**config.mk**
```make
export PLATFORM = sky130hd
export DESIGN_NAME = pc_ctrl_flat
export DESIGN_NICKNAME = d
export VERILOG_FILES = /design/src/rtl/pc_ctrl_if.sv /design/src/rtl/pc_ctrl.sv /design/src/flat_wrapper.sv
export SDC_FILE = /design/constraint.sdc
export NUM_CORES = 1
export LEC_CHECK = 0
export BUFFER_PORTS_ARGS = -buffer_cell sky130_fd_sc_hd__buf_4
export CORE_MARGIN = 3
export CORE_UTILIZATION = 45
export CTS_BUF_LIST = sky130_fd_sc_hd__clkbuf_4 sky130_fd_sc_hd__clkbuf_8
export DETAILED_ROUTE_END_ITERATION = 8
export GPL_ROUTABILITY_DRIVEN = 0
export HOLD_SLACK_MARGIN = 0.06
export PLACE_DENSITY = 0.82
export SLEW_MARGIN = 10
export SYNTH_ARGS = -nofsm -noshare
export SYNTH_HDL_FRONTEND = slang
export SYNTH_SLANG_ARGS = --single-unit
```
**constraint.sdc**
```tcl
create_clock -name clk -period 1.8 [get_ports clk]
set_input_delay 0.09 -clock clk [delete_from_list [all_inputs] [get_ports clk]]
set_output_delay 0.09 -clock clk [all_outputs]
set_load 0.02 [all_outputs]
```
**src/rtl/pc_ctrl_if.sv**
```systemverilog
// Fetch-side bus of the program-counter unit: redirect requests in, fetch PC and status out.
// pc_write is the only flow control: 1 lets the PC advance this edge, 0 stalls fetch.
interface pc_ctrl_if #(
  parameter int WIDTH = 32
) ();
  logic             pc_write;
  logic [1:0]       pc_src;
  logic [WIDTH-1:0] beq_target;
  logic [WIDTH-1:0] jr_target;
  logic [WIDTH-1:0] pc_4_id;
  logic [WIDTH-5:0] jump_off;
  logic             exc;
  logic [WIDTH-1:0] exc_pc;
  logic             eret;
  logic [WIDTH-1:0] pc;
  logic [WIDTH-1:0] pc_next_seq;
  logic [WIDTH-1:0] epc;
  logic             redirect_pending;
  logic             misaligned;

  modport master (
    output pc_write, pc_src, beq_target, jr_target, pc_4_id, jump_off, exc, exc_pc, eret,
    input  pc, pc_next_seq, epc, redirect_pending, misaligned
  );

  modport slave (
    input  pc_write, pc_src, beq_target, jr_target, pc_4_id, jump_off, exc, exc_pc, eret,
    output pc, pc_next_seq, epc, redirect_pending, misaligned
  );
endinterface

```
**src/rtl/pc_ctrl.sv**
```systemverilog
// Program counter with reset/exception vectors, EPC register and a one-deep buffer
// that holds a redirect resolved while fetch is stalled.
module pc_ctrl #(
  parameter int unsigned      WIDTH        = 32,
  parameter int unsigned      STEP         = 4,
  parameter logic [WIDTH-1:0] RESET_VECTOR = '0,
  parameter logic [WIDTH-1:0] EXC_VECTOR   = WIDTH'(128)
) (
  input logic        clk,
  input logic        rst,
  pc_ctrl_if.slave   bus
);

  logic [WIDTH-1:0] pc_q;
  logic [WIDTH-1:0] epc_q;
  logic [WIDTH-1:0] pend_target_q;
  logic             pend_q;
  logic [WIDTH-1:0] target;
  logic [WIDTH-1:0] seq;

  always_comb begin
    target = '0;
    case (bus.pc_src)
      2'b01:   target = {bus.pc_4_id[WIDTH-1:WIDTH-4], bus.jump_off};
      2'b10:   target = bus.beq_target;
      2'b11:   target = bus.jr_target;
      default: target = '0;
    endcase
  end

  assign seq = pc_q + WIDTH'(STEP);

  always_ff @(posedge clk) begin
    if (rst) begin
      pc_q          <= RESET_VECTOR;
      epc_q         <= '0;
      pend_q        <= 1'b0;
      pend_target_q <= '0;
    end else if (bus.exc) begin
      pc_q   <= EXC_VECTOR;
      epc_q  <= bus.exc_pc;
      pend_q <= 1'b0;
    end else if (bus.eret) begin
      pc_q   <= epc_q;
      pend_q <= 1'b0;
    end else if (bus.pc_write) begin
      // A fresh redirect supersedes whatever was buffered during the stall.
      if (bus.pc_src != 2'b00) begin
        pc_q <= target;
      end else if (pend_q) begin
        pc_q <= pend_target_q;
      end else begin
        pc_q <= seq;
      end
      pend_q <= 1'b0;
    end else if (bus.pc_src != 2'b00) begin
      pend_target_q <= target;
      pend_q        <= 1'b1;
    end
  end

  assign bus.pc               = pc_q;
  assign bus.pc_next_seq      = seq;
  assign bus.epc              = epc_q;
  assign bus.redirect_pending = pend_q;
  assign bus.misaligned       = |(pc_q & WIDTH'(STEP - 1));

endmodule

```
**src/flat_wrapper.sv**
```systemverilog
// flat-port wrapper written by rule: the top's interface ports become plain ports
module pc_ctrl_flat 
#(
  parameter int unsigned      WIDTH        = 32,
  parameter int unsigned      STEP         = 4,
  parameter logic [WIDTH-1:0] RESET_VECTOR = '0,
  parameter logic [WIDTH-1:0] EXC_VECTOR   = WIDTH'(128)
)
  (clk, rst, bus_pc_write, bus_pc_src, bus_beq_target, bus_jr_target, bus_pc_4_id, bus_jump_off, bus_exc, bus_exc_pc, bus_eret, bus_pc, bus_pc_next_seq, bus_epc, bus_redirect_pending, bus_misaligned);
  pc_ctrl_if #(.WIDTH(WIDTH)) bus_i ();
  input logic clk;
  input logic rst;
  input wire logic [$bits(bus_i.pc_write)-1:0] bus_pc_write;
  input wire logic [$bits(bus_i.pc_src)-1:0] bus_pc_src;
  input wire logic [$bits(bus_i.beq_target)-1:0] bus_beq_target;
  input wire logic [$bits(bus_i.jr_target)-1:0] bus_jr_target;
  input wire logic [$bits(bus_i.pc_4_id)-1:0] bus_pc_4_id;
  input wire logic [$bits(bus_i.jump_off)-1:0] bus_jump_off;
  input wire logic [$bits(bus_i.exc)-1:0] bus_exc;
  input wire logic [$bits(bus_i.exc_pc)-1:0] bus_exc_pc;
  input wire logic [$bits(bus_i.eret)-1:0] bus_eret;
  output wire logic [$bits(bus_i.pc)-1:0] bus_pc;
  output wire logic [$bits(bus_i.pc_next_seq)-1:0] bus_pc_next_seq;
  output wire logic [$bits(bus_i.epc)-1:0] bus_epc;
  output wire logic [$bits(bus_i.redirect_pending)-1:0] bus_redirect_pending;
  output wire logic [$bits(bus_i.misaligned)-1:0] bus_misaligned;
  assign bus_i.pc_write = bus_pc_write;
  assign bus_i.pc_src = bus_pc_src;
  assign bus_i.beq_target = bus_beq_target;
  assign bus_i.jr_target = bus_jr_target;
  assign bus_i.pc_4_id = bus_pc_4_id;
  assign bus_i.jump_off = bus_jump_off;
  assign bus_i.exc = bus_exc;
  assign bus_i.exc_pc = bus_exc_pc;
  assign bus_i.eret = bus_eret;
  assign bus_pc = bus_i.pc;
  assign bus_pc_next_seq = bus_i.pc_next_seq;
  assign bus_epc = bus_i.epc;
  assign bus_redirect_pending = bus_i.redirect_pending;
  assign bus_misaligned = bus_i.misaligned;
  pc_ctrl #(.WIDTH(WIDTH), .STEP(STEP), .RESET_VECTOR(RESET_VECTOR), .EXC_VECTOR(EXC_VECTOR)) u_core (.clk(clk), .rst(rst), .bus(bus_i));
endmodule
```
==> impl_metrics.json, run 1 <==
{
  "status": "finished with violations",
  "violations": "setup timing",
  "top_layer": "met4",
  "finalSetupViolations": 41,
  "grt_pass1_wl_um": 36550,
  "period_share_pct": 128.0,
  "io_buffers": 232,
  "cts_tree": "done",
  "p_leak_nw": 4.488,
  "hold_viol_final": 0,
  "rows": 41,
  "yosysTopAreaCell": "dfxtp_1",
  "diodes": 0,
  "met1_length_um": 9157,
  "timing.setup.tns_ns": -10.22,
  "track_usage_pct": 31.34,
  "reg2reg_slack_ns": -0.29,
  "synthArstFlopShare_pct": 0,
  "reg2reg_from": "u_core.bus.pc[9]",
  "numCtsBuffers": 9,
  "avgRoutedWirePerCell_um": 20.83,
  "combinationalPowerShare_pct": 31.3,
  "nets": 1237,
  "hold_class": "input pin to flop",
  "critPathMaxFanout": 10,
  "rr_worst_depth": 8,
  "tightest_slew_ns": 0.5705,
  "worst-endpoint-required_ns": 1.71,
  "seqPwrFrac_pct": 43.0,
  "preCtsSetupSlack_ns": -0.09938,
  "cts_buffer_depth": 2,
  "fillers": 849,
  "synth_top_area_share_pct": 32.94,
  "grt-ovfl-total": 0,
  "clkSinkCount": 97,
  "switching_share_pct": 32.27,
  "finalWorstSetupSlack_ns": -0.5034,
  "grt_max_degree": 46,
  "hpwl_um": 16470,
  "met2WireLength_um": 12400,
  "synth_fp_nets": 890,
  "drt_iter0_drc": 964,
  "io_pins": 261,
  "fin_skew_ns": 0.006724,
  "syn_area_per_cell_um2": 8.121,
  "irDropWorstVdd_mv": 0.6712,
  "drv_slew": 0,
  "ys_warn_count": 0,
  "rsz0062_at_grt": "true",
  "worstSetupEndpointType": "output pin",
  "p_sw_mw": 1.767,
  "startpoint_type": "flop",
  "clockPowerShare_pct": 25.7,
  "cts-root-buf": "clkbuf_8",
  "die_area_mm2": 0.01451,
  "seqCellArea_mm2": 0.001968,
  "wl_um": 26040,
  "h-tree-depth": 3,
  "first_global_vias": 7159,
  "final_layout_size_suffix_gt1_share_pct": 44.99,
  "netlist_area_mm2": 0.005896,
  "synth_cell_types": 63,
  "yosysSeqAreaShare_pct": 32.94,
  "synth_ff_type": "dfxtp_1",
  "fp.dieW_um": 120.5,
  "die_h_um": 120.5,
  "firstDrtPassIters": 6,
  "synthToLayoutAreaGrowth_pct": 65.81,
  "synth_edf_count": 0,
  "drcViolationCount": 0,
  "powerDensity_mw_per_mm2": 560.2,
  "ys_top_cells_by_area": "dfxtp_1 33%, mux2i_1 7.8%, nor2_1 5.7%",
  "viasPerCell": 6.034,
  "antenna_found_initial": 0,
  "holdPathStages": 3,
  "multi_input_area_mm2": 0.004094,
  "min_to": "u_core.pend_target_q[23]",
  "yosys_register_bits": 97,
  "fmax_mhz": 434.1,
  "period_minus_slack_ns": 2.303,
  "p_int_mw": 3.709,
  "coreArea_mm2": 0.01272,
  "clkTransAtPathRegs_ns": 0.09,
  "critPathKind": "flop to output pin",
  "insertion_delay_ns": 0.38,
  "power_mw": 5.476,
  "synth_cells": 726,
  "final_antenna_net_count": 0,
  "max-slew-margin-rel_pct": 61.97,
  "timing.rr.end": "u_core.bus.pc[13]",
  "hold_start": "bus_beq_target[23]",
  "drv_cap": 0,
  "arrival_ns": 2.21,
  "start_util_pct": 46.34,
  "wl_met3_um": 2692,
  "vias": 7543
}
## synth_stat cells (4+ instances only)
cell,number
o22ai_1,6
nand2_1,67
o21ai_0,26
a211o_1,4
buf_1,11
o311ai_0,4
and2_1,5
a21oi_1,44
buf_2,7
a211oi_1,18
dfxtp_1,97
a22oi_1,12
and3_1,5
clkbuf_1,45
nor2_1,90
xnor2_1,14
mux2_2,25
nand2b_1,14
a22o_1,12
nor2b_1,5
a31o_2,5
or3_1,6
mux2i_1,46
nand4_1,11
o211ai_1,18
nand3_1,21
inv_1,9
xor2_1,14
a31oi_1,5
nor3_1,21
## routing by layer
metal	up-vias	track usage, %
li1	3325	-
met1	3543	37.57
met2	535	52.85
met3	140	7.905
met4	0	14.24
met5	-	0
## stage by stage
stage | std cells | cell area [um2] | hold slack [ns] | utilization [%]
CTS | 1226 | 9373 | 0.06333 | 73.67
global placement | 1152 | 8422 | 0.3246 | 66.20
finish | 1250 | 9776 | 0.07417 | 76.84
global route | 1250 | 9776 | 0.1149 | 76.84
floorplan | 726 | 6050 | 0.2374 | -
detailed placement | 1152 | 8422 | 0.3304 | 66.20
## flip-flops by register name, summed over array words and instances, names as in the netlist, named ones only
signal and flops:
u_core.bus.redirect_pending 1, u_core.bus.pc 30, u_core.pend_target_q 32, u_core.bus.epc 32
## power by group through the flow
stage          logic, mW  clock network [mW]  registers, mW
5_1_grt             1.81                1.48           2.37
2_1_floorplan      0.673                   0           2.49
4_1_cts             1.59                1.40           2.35
3_5_place_dp        1.49                   0           2.40
6_report            1.72                1.41           2.35
3_3_place_gp        1.46                   0           2.39
## final cells by class
type                    instances  area share (%)
clock inverters                 2          0.1280
inverters                       9          0.3456
flip-flops and latches         97           20.13
multi-input cells             553           41.88
well taps                     172           2.201
repair buffers                403           33.53
clock buffers                  14           1.779
## critical path: stages (launching register included)
cell,delay (ns)
dfxtp_2,0.36
nand4_4,0.11
or4_4,0.51
buf_12,0.18
nor3_4,0.18
nand3_2,0.16
xnor2_2,0.16
buf_4,0.17
## logic make-up (layout without fill, tap and decap cells)
| group | Yosys count | count (layout) | synth area share (%) |
|---|---|---|---|
| simple gates | 270 | 270 | 23.13 |
| compound gates | 181 | 181 | 20.95 |
| flops | 97 | 97 | 32.94 |
| buf+inv | 76 | 428 | 5.263 |
| mux | 73 | 73 | 13.35 |
| xor+xnor | 28 | 28 | 4.160 |
| fa+ha+maj | 1 | 1 | 0.2122 |
## what timing repair did
item                                   4_1_cts  5_1_grt
setup buffers                               17       26
endpoints found under the hold margin       41        0
cloned                                       0        0
setup endpoints to repair                   30       42
resized for setup                           49       49
pin swaps                                   20       32
hold buffers                                41        0
## how the worst max path moves through the flow
stage,depth (start not counted),startpoint,end
after floorplan,7,u_core.bus.pc[5],u_core.bus.pc[26]
after global placement,6,u_core.bus.pc[14],u_core.bus.pc[28]
after detailed placement,6,u_core.bus.pc[14],u_core.bus.pc[30]
after CTS,7,u_core.bus.pc[8],bus_pc_next_seq[27]
after global routing,7,u_core.bus.pc[14],bus_pc_next_seq[18]
final,7,u_core.bus.pc[6],bus_pc_next_seq[27]
## layout by cell type (no fill, tap or decap), types with 5 or more instances in the layout
cell type        n
a211oi_1        18
a21oi_1         44
a22o_1          12
a22oi_1         12
a31oi_1          5
and2_1           5
buf_4          329
buf_6           30
clkbuf_8        11
dfxtp_1         84
dfxtp_2          9
dlygate4sd3_1   41
inv_1            9
mux2_2          25
mux2i_1         46
nand2_1         66
nand2b_1        14
nand3_1         13
nand4_1         11
nor2_1          85
nor3_1          17
nor4_4           7
o211ai_1        18
o21ai_0         24
o22ai_1          6
or3_1            6
xnor2_2         11
xor2_1           5
xor2_2           8
Power figures use the tool's default switching activity.
==> run 2, diff against run 1 <==
--- a/config.mk
+++ b/config.mk
@@ -17,3 +17,4 @@
 export SYNTH_ARGS = -nofsm -noshare
 export SYNTH_HDL_FRONTEND = slang
 export SYNTH_SLANG_ARGS = --single-unit
+export TNS_END_PERCENT = 10
==> run 2 against run 1 <==
  * The run still ends with setup timing left
  * Critical path depth down 1
  * First-iteration DRC count decreased by 18%
  * Worst setup slack got worse by 0.0077 ns
  * Wire length shrank 9.8%
  * Maximum frequency is 0.33% lower
  * Global-route usage fell by 0.52 points
==> impl_metrics.json, run 2 (same netlist as run 1, synthesis figures left out) <==
{
  "status": "finished with violations",
  "violations": "setup timing",
  "hold_class": "input pin to flop",
  "clockPowerShare_pct": 27.9,
  "place_area_mm2": 0.008324,
  "holdPathStages": 3,
  "critPathKind": "flop to output pin",
  "finalWorstSetupSlack_ns": -0.5111,
  "numCtsBuffers": 9,
  "rsz0062_at_grt": "true",
  "start_util_pct": 46.34,
  "grt_max_degree": 45,
  "fin_skew_ns": 0.01076,
  "firstDrtPassIters": 5,
  "track_usage_pct": 30.82,
  "hold_start": "bus_eret",
  "switching_share_pct": 31.60,
  "io_pins": 261,
  "hold_ws_ns": 0.1075,
  "die_h_um": 120.5,
  "fp.dieW_um": 120.5,
  "h-tree-depth": 3,
  "clkTransAtPathRegs_ns": 0.10,
  "crit_slowest_cell": "or4_4",
  "insertion_delay_ns": 0.40,
  "period_share_pct": 128.4,
  "finalSetupViolations": 30,
  "p_sw_mw": 1.730,
  "critPathMaxFanout": 10,
  "p_int_mw": 3.745,
  "io_buffers": 232,
  "cts_buffer_depth": 2,
  "rr_worst_depth": 9,
  "drv_cap": 0,
  "reg2reg_slack_ns": -0.33,
  "fmax_mhz": 432.7,
  "met2WireLength_um": 11540,
  "period_minus_slack_ns": 2.311,
  "coreArea_mm2": 0.01272,
  "first_global_vias": 6867,
  "clkSinkCount": 97,
  "final_cell_area_mm2": 0.009200,
  "synthToLayoutAreaGrowth_pct": 56.05,
  "combinationalPowerShare_pct": 29.2,
  "drv_slew": 0,
  "cts_tree": "done",
  "antenna_found_initial": 0,
  "wl_met3_um": 2160,
  "final_common_cell": "buf_4",
  "final_antenna_net_count": 0,
  "irDropWorstVdd_mv": 0.6906,
  "top_layer": "met4",
  "die_area_mm2": 0.01451,
  "max-slew-margin-rel_pct": 26.22,
  "wl_um": 23480,
  "final_layout_size_suffix_gt1_share_pct": 40.44,
  "min_to": "u_core.bus.pc[19]",
  "drt_iter0_drc": 793,
  "worst-endpoint-required_ns": 1.71,
  "hpwl_um": 16300,
  "arrival_ns": 2.22,
  "hold_viol_final": 0,
  "rows": 41,
  "tightest_slew_ns": 1.102,
  "nets": 1200,
  "met1_length_um": 8910,
  "avgRoutedWirePerCell_um": 19.36,
  "seqPwrFrac_pct": 42.9,
  "powerDensity_mw_per_mm2": 595.1,
  "startpoint_type": "flop",
  "grt-ovfl-total": 0,
  "layout_common_cells": "312 x buf_4, 88 x dfxtp_1, 87 x nor2_1, 66 x nand2_1, 46 x mux2i_1",
  "reg2reg_from": "u_core.bus.pc[14]",
  "worstSetupEndpointType": "output pin",
  "grt_pass1_wl_um": 35490,
  "timing.rr.end": "u_core.bus.pc[30]",
  "max_stage_delay_ns": 0.54,
  "viasPerCell": 5.803,
  "crit_chain": "nand3_2 > or4_4 > buf_12 > nor4_4 > xor2_1 > buf_4",
  "p_leak_nw": 4.197,
  "drcViolationCount": 0,
  "diodes": 0,
  "cts-root-buf": "clkbuf_8",
  "vias": 7039
}
==> run 2: cell count changes in the layout (fill, tap and decap cells not counted), moves of 4 or more <==
cell     change
dfxtp_1      +4
xnor2_2      -7
xor2_1       +4
nand3_4      -4
buf_4       -17
xnor2_1      +7
buf_6       -24
nor2_4       -4
==> run 2: how the worst max path moves through the flow <==
stage,startpoint,end,cells past startpoint
final,u_core.bus.pc[14],bus_pc_next_seq[30],6
after global routing,u_core.bus.pc[14],bus_pc_next_seq[30],6
after CTS,u_core.bus.pc[14],bus_pc_next_seq[25],7
after detailed placement,u_core.bus.pc[14],u_core.bus.pc[29],6
after global placement,u_core.bus.pc[14],bus_pc_next_seq[26],6
after floorplan,u_core.bus.pc[5],u_core.bus.pc[26],7
==> run 2: through the flow <==
stage | total power [mW] | utilization (%) | TNS [ns] | setup slack, ns | std cells
after floorplan | 3.151 | - | -5.840 | -0.2971 | 726
after global placement | 3.840 | 65.43 | -0.4767 | -0.06882 | 1144
after detailed placement | 3.859 | 65.43 | -1.299 | -0.1203 | 1144
after CTS | 5.420 | 71.49 | -6.918 | -0.4175 | 1207
after global routing | 5.662 | 72.32 | -10.82 | -0.5720 | 1213
final | 5.475 | 72.32 | -8.155 | -0.5111 | 1213
==> run 2: routing by layer <==
| metal | vias to the layer above | GRT usage (%) |
|---|---|---|
| li1 | 3254 | - |
| met1 | 3277 | 37.26 |
| met2 | 430 | 53.41 |
| met3 | 78 | 7.484 |
| met4 | 0 | 10.76 |
| met5 | - | 0 |
==> run 2: worst max-delay path: cells and delay by family (launching register included) <==
| family | cells | cell delay [ns] |
|---|---|---|
| xor gates and xnor gates | 1 | 0.25 |
| buffers and inverters | 2 | 0.37 |
| DFF | 1 | 0.35 |
| and+or+nand+nor | 3 | 0.85 |
==> run 2: layout make-up <==
cell class / instances / area (um2)
fillers: 944 / 3522
flip-flops and latches: 97 / 1956
clock buffers: 12 / 152.6
clock inverters: 4 / 52.55
repair buffers: 366 / 2940
well taps: 172 / 215.2
multi-input cells: 553 / 3850
inverters: 9 / 33.78
==> run 2: power groups by stage <==
stage	registers, mW	clock network (mW)	logic (mW)
after floorplan	2.49	0	0.660
after global placement	2.39	0	1.45
after detailed placement	2.39	0	1.47
after CTS	2.34	1.52	1.55
after global routing	2.36	1.60	1.70
final	2.35	1.53	1.60
==> run 2: repair_timing <==
action | CTS | global route
hold buffers | 43 | 0
endpoints found under the setup margin | 38 | 40
cloned | 0 | 0
hold endpoints to repair | 43 | 0
buffers inserted | 4 | 6
pin swaps | 13 | 15
gates resized for setup | 19 | 17
